$ cat config.mk
export PLATFORM = sky130hd
export DESIGN_NAME = demux_1to2_buf
export DESIGN_NICKNAME = d
export VERILOG_FILES = /design/src/rtl/demux_1to2_buf.sv
export SDC_FILE = /design/constraint.sdc
export NUM_CORES = 1
export LEC_CHECK = 0
export CAP_MARGIN = 20
export CORE_UTILIZATION = 55
export DETAILED_ROUTE_END_ITERATION = 8
export PLACE_DENSITY = 0.85
export SLEW_MARGIN = 25
export SYNTH_ARGS = -nofsm -noshare
export SYNTH_HDL_FRONTEND = slang
export SYNTH_SLANG_ARGS = --single-unit
$ cat constraint.sdc
create_clock -name clk -period 8.1 [get_ports clk]
set_input_delay 0.81 -clock clk [delete_from_list [all_inputs] [get_ports clk]]
set_output_delay 0.81 -clock clk [all_outputs]
set_load 0.02 [all_outputs]
$ cat src/rtl/demux_1to2_buf.sv
// rtl/demux_1to2_buf.sv - 1-to-2 demultiplexer with a 2-entry FIFO and an accept counter per channel
// A full channel never accepts a word, even in a cycle where it drains one.

module demux_1to2_buf_fifo2 #(
  parameter int N     = 32,
  parameter int DEPTH = 2
) (
  input  logic         clk,
  input  logic         rstb,
  input  logic         i_push,
  input  logic [N-1:0] i_data,
  input  logic         i_pop,
  output logic [N-1:0] o_data,
  output logic         o_valid,
  output logic         o_full
);
  logic [N-1:0] r_mem [2];
  logic         r_head;
  logic [1:0]   r_count;
  logic         w_wr_ptr;

  // Tail slot is head+count mod 2; pushes are never issued when full.
  assign w_wr_ptr = r_head ^ r_count[0];

  always_ff @(posedge clk) begin
    if (i_push) r_mem[w_wr_ptr] <= i_data;
  end

  always_ff @(posedge clk or negedge rstb) begin
    if (!rstb) begin
      r_head  <= 1'b0;
      r_count <= 2'd0;
    end else begin
      if (i_pop) r_head <= ~r_head;
      r_count <= r_count + {1'b0, i_push} - {1'b0, i_pop};
    end
  end

  assign o_valid = (r_count != 2'd0);
  assign o_full  = (r_count == 2'(DEPTH));
  assign o_data  = o_valid ? r_mem[r_head] : '0;
endmodule

module demux_1to2_buf #(
  parameter int N     = 32,
  parameter int DEPTH = 2
) (
  input  logic         clk,
  input  logic         rstb,
  input  logic [N-1:0] X,
  input  logic         x_valid,
  input  logic         S,
  output logic         x_ready,
  output logic [N-1:0] Y0,
  output logic [N-1:0] Y1,
  output logic         y0_valid,
  output logic         y1_valid,
  input  logic         y0_ready,
  input  logic         y1_ready,
  output logic [7:0]   cnt0,
  output logic [7:0]   cnt1
);
  logic       w_full0;
  logic       w_full1;
  logic       w_push0;
  logic       w_push1;
  logic       w_pop0;
  logic       w_pop1;
  logic [7:0] r_cnt0;
  logic [7:0] r_cnt1;

  assign x_ready = S ? ~w_full1 : ~w_full0;
  assign w_push0 = x_valid & x_ready & ~S;
  assign w_push1 = x_valid & x_ready & S;
  assign w_pop0  = y0_valid & y0_ready;
  assign w_pop1  = y1_valid & y1_ready;

  demux_1to2_buf_fifo2 #(.N(N), .DEPTH(DEPTH)) u_ch0 (
    .clk     (clk),
    .rstb    (rstb),
    .i_push  (w_push0),
    .i_data  (X),
    .i_pop   (w_pop0),
    .o_data  (Y0),
    .o_valid (y0_valid),
    .o_full  (w_full0)
  );

  demux_1to2_buf_fifo2 #(.N(N), .DEPTH(DEPTH)) u_ch1 (
    .clk     (clk),
    .rstb    (rstb),
    .i_push  (w_push1),
    .i_data  (X),
    .i_pop   (w_pop1),
    .o_data  (Y1),
    .o_valid (y1_valid),
    .o_full  (w_full1)
  );

  always_ff @(posedge clk or negedge rstb) begin
    if (!rstb) begin
      r_cnt0 <= 8'd0;
      r_cnt1 <= 8'd0;
    end else begin
      if (w_push0) r_cnt0 <= r_cnt0 + 8'd1;
      if (w_push1) r_cnt1 <= r_cnt1 + 8'd1;
    end
  end

  assign cnt0 = r_cnt0;
  assign cnt1 = r_cnt1;
endmodule

Word-level counts from Yosys, hierarchy flattened
Memories as Yosys holds them, arrays and structs flattened. Cells that the tools add are included.

Equality and inequality tests: 2. Reductions and logical operators: 2. Bitwise operators: 12. Muxes and demuxes: 7. $add $sub $neg: 6.

Operators with widths (count): two-way mux 32 bit (2); adder 8 x 1 -> 8 bit, second input constant (2); bitwise AND 1 bit (5); two-way mux 1 bit (5); NOT 1 bit (5); adder 2 x 1 -> 2 bit (2); equality test 2 bit, second input constant (2); nonzero test 2 bit (2); subtractor 2 x 1 -> 2 bit (2); XOR 1 bit (2).

Memories: 2. Bits of input ports: 38. Bits in writable memories: 128. Register bits after elaboration: 22. Output and inout port bits: 83. Logic and storage cells: 37.

Memories: u_ch0.r_mem (words 2, bits a word 32, rd ports 1, clocked after Yosys merged registers in 0, write ports 1, RTL line 17) `logic [N-1:0] r_mem [2];`; u_ch1.r_mem (words 2, bits a word 32, rd ports 1, clocked after Yosys merged registers in 0, write ports 1, RTL line 17).

Logic depth before layout (Yosys ltp)
Word-level depth: 7. Depth in mapped cells: 8. Mapped depth without buffers: 8.

Hierarchy
Synthesis repeated with hierarchy kept, for this count alone.

Cell total of the unflattened synthesis: 360. Area, all modules: 5983.2 µm².

Modules (own cells, without submodules): demux_1to2_buf_fifo2 (instances 2, area each 2627.5 µm², cells an instance 151, sequential area each 1996.9 µm²); demux_1to2_buf (instances 1, area each 728.2 µm², cells an instance 58, sequential area each 400.4 µm²).

Worst setup path before layout
Ideal clock, no wire load.

Kind: input to register. Start: input port x_valid. End: memory u_ch1.r_mem[1][0] (enable). Buffers on the path: 0. Arrival: 2539 ps. Library setup time: 421 ps. Slack: 5140 ps. Stages: 4. Required time: 7679 ps. Cell sequence: nand2_1 nor2_2 inv_1 nor2_1.

Longest elaborated chain between the ends: 4.

Ends and longest elaborated chain: from (decl) (RTL line 51) `input logic x_valid,`; bitwise AND 1 bit (2 in series) (RTL line 74) `assign w_push1 = x_valid & x_ready & S;`; two-way mux 1 bit (RTL line 26) `if (i_push) r_mem[w_wr_ptr] <= i_data;`; two-way mux 1 bit (not written as such) (RTL line 26); to (decl) (RTL line 17).

Every way passes these cells.

Worst setup path after layout
Start: register u_ch1.r_head. End: output port Y1[17].

Longest elaborated chain between the ends: 2.

Ends and longest elaborated chain: from (decl) (RTL line 18) `logic r_head;`; from (signal assigned) (RTL line 34) `if (i_pop) r_head <= ~r_head;`; memory (2 x 32 bit); two-way mux 32 bit (RTL line 41) `assign o_data = o_valid ? r_mem[r_head] : '0;`; to (decl) (RTL line 55) `output logic [N-1:0] Y1,`.

Every way passes these cells.

==> impl_metrics.json <==
{
  "synth-seq-cells": 150,
  "timing.final.crit_share_pct": 42.9,
  "core-area_um2": 10400,
  "min_path_type": "primary input to async pin",
  "wirelength_mm": 12.0,
  "grt_start_max_net_pins": 35,
  "place_area_um2": 7230,
  "via_per_inst": 5.29,
  "status": "complete, no violations",
  "fin_setup_tns_ns": 0,
  "avgSynthCellArea_um2": 16.2,
  "layout_commonest_cell": "edfxtp_1",
  "pre_cts_ws_ns": 5.05,
  "nets": 536,
  "dp_hpwl_mm": 7.32,
  "fin_cells": 641,
  "cts_tree": "yes",
  "drtIter0Drc": 224,
  "start_kind": "flop",
  "ys_seq_area_share_pct": 74.3,
  "power_leakage_nw": 2.98,
  "critPathTopFamily": "flip-flops",
  "ios": 121,
  "die-area_um2": 11200,
  "ant_nets": 0,
  "synth_area_leaders": "edfxtp_1 (65%), mux2i_1 (11%), dfrtp_1 (9.3%), nor2_1 (4.6%), xnor2_1 (2.1%)",
  "grt_pass1_wl_mm": 18.5,
  "hold_viol_final": 0,
  "finalCriticalPeriod_ns": 3.48,
  "irDropWorstVdd_uv": 260,
  "slowest_stage": "dfrtp_2",
  "std_cell_rows": 37,
  "vias": 3388,
  "crit_required_ns": 7.29,
  "fmax_mhz": 288,
  "ctsHoldBuffers": 0,
  "ctsRootBufferMaster": "clkbuf_8",
  "die_y_um": 106,
  "reg2reg_from": "u_ch1.r_head$_DFFE_PN0P_",
  "drive_gt1_share_pct": 9.50,
  "grt_pass1_vias": 3686,
  "overflow": 0,
  "seqPwrFrac_pct": 36.7,
  "fin_skew_ns": 0.00625,
  "switchingPower_mw": 1.14,
  "synth_top_area_share_pct": 65.0,
  "numCtsBuffers": 17,
  "rr_worst_depth": 2,
  "cts_max_level": 4,
  "critical-path-max-stage-delay_ns": 1.05,
  "drc": 0,
  "start_util_pct": 57.0,
  "maxCapViolCount": 0,
  "cts_sinks": 150,
  "ys_types": 28,
  "mostFrequentLayoutCells": "edfxtp_1 (128), clkdlybuf4s50_1 (119), nor2_1 (68), mux2i_1 (64), dfrtp_1 (20)",
  "die_width_um": 106,
  "syn_nets": 410,
  "finalWeightedCongestion": 0.730,
  "critical_path.max_fanout": 34,
  "cts-resized-gates": 0,
  "slew_headroom_pct": 29.5,
  "clkPwrFrac_pct": 24.6,
  "areaGrowthSynthToFinish_pct": 32.9,
  "setup_viol": 0,
  "wl_per_cell_um": 18.7,
  "yosysTopAreaCell": "edfxtp_1",
  "crit_path_start": "u_ch1.r_head$_DFFE_PN0P_",
  "portBuffers": 120,
  "cts.path.max_buffers": 2,
  "fillerInstances": 639,
  "crit_chain": "mux2i_1, nor2_1, clkdlybuf4s50_1",
  "p_per_area_nw_per_um2": 412,
  "intPower_mw": 2.10,
  "finalPower_mw": 3.24,
  "synth_warnings": 0,
  "design_area_um2": 7860,
  "clk_pin_slew_worst_paths_ns": 0.06,
  "syn_inst": 366,
  "arrival_ns": 2.67,
  "slew_violations": 0,
  "critPathKind": "flop to output pin",
  "setup_slack_ns": 4.62,
  "combPwrFrac_pct": 38.7,
  "placedCellCount": 608,
  "grt_usage_pct": 22.6,
  "antenna_cells": 0,
  "syn_area_um2": 5910,
  "clk_latency_ns": 0.52,
  "path_depth": 3,
  "end_kind": "output pin",
  "switching_share_pct": 35.1,
  "drtPass1Iterations": 4,
  "grt_setup_unrepaired": "false",
  "worst-slew-pin-transition_ns": 1.06,
  "antenna_found_initial": 0,
  "crit_buf_inv": 1,
  "post_cts_buffers": 0
}
[metrics by stage]
step	utilization (%)	hold slack, ns
finish	75.7	0.253
global placement	69.7	0.455
detailed placement	69.7	0.471
CTS	75.5	0.479
global route	75.7	0.265
floorplan	-	0.460
[synthesized netlist by cell type (all sizes together)]
cell type  number
nand2           9
buf            12
inv             6
edfxtp        128
and4            1
mux2i          64
nor4            1
nor3            3
a21oi           1
nand4           2
mux2            1
and2b           1
xnor2          14
ha              6
nand3           5
xor2            8
nand2b          1
nand3b          1
nor2           73
dfrtp          22
clkbuf          3
and2            3
nor2b           1
[layer usage]
layer	GRT usage (%)	up-vias	part of all wire, %	wire (um)
met3	6.74	13	6.0	723
met5	0	-	0	0
met2	38.0	140	51	6060
met4	7.94	0	1.1	131
li1	-	1570	-	-
met1	27.9	1665	42	5060
[power groups by stage]
stage / Combinational (mW) / Sequential, mW / Clock (mW)
after floorplan: 0.744 / 1.12 / 0
after global placement: 1.22 / 1.19 / 0
after detailed placement: 1.24 / 1.20 / 0
after CTS: 1.26 / 1.19 / 0.804
after global routing: 1.33 / 1.21 / 0.839
final: 1.25 / 1.19 / 0.796
[logic make-up after synthesis]
group                    count (synthesis)  share of synthesized area (%)
flip-flops                             150                           74.3
buffers and inverters                   21                           1.95
multiplexers                            65                           11.0
AO/OA/AOI/OAI                            1                         0.0846
adder cells (fa/ha/maj)                  6                           1.27
XOR/XNOR                                22                           3.26
AND/OR/NAND/NOR                        101                           8.08
[worst paths after layout]
path / to / slack, ns
setup / recovery: Y1[17] / 4.62
hold / removal: cnt0[7]$_DFFE_PN0P_ / 0.25
setup reg to reg: u_ch1.r_mem[1][16]$_DFFE_PP_ / 5.53
hold reg to reg: cnt0[7]$_DFFE_PN0P_ / 0.47
max in group asynchronous: u_ch0.r_head$_DFFE_PN0P_ / 7.47
min in group clk: cnt0[7]$_DFFE_PN0P_ / 0.47
[cell type report]
cell class,instances,area (um2),area share [%]
clock buffer,19,422,5.37
clock inverter,13,180,2.29
inverter,6,22.5,0.287
multi-input combinational,195,1430,18.2
sequential,150,4400,56.0
tap,136,170,2.17
timing repair buffer,122,1230,15.7
[state kept, by name (all words and copies together), names as in the netlist]
name and flops:
u_ch1.r_head 1, u_ch0.r_mem 64, u_ch0.r_count 2, cnt1 8
cnt0 8, u_ch1.r_mem 64, u_ch0.r_head 1, u_ch1.r_count 2
[worst register-to-register path, cell delays in order (launching register included)]
cell and delay, ns:
dfrtp_2 1.05, xnor2_1 0.31, nor2_4 0.82
(Power assumes the default switching activity.)
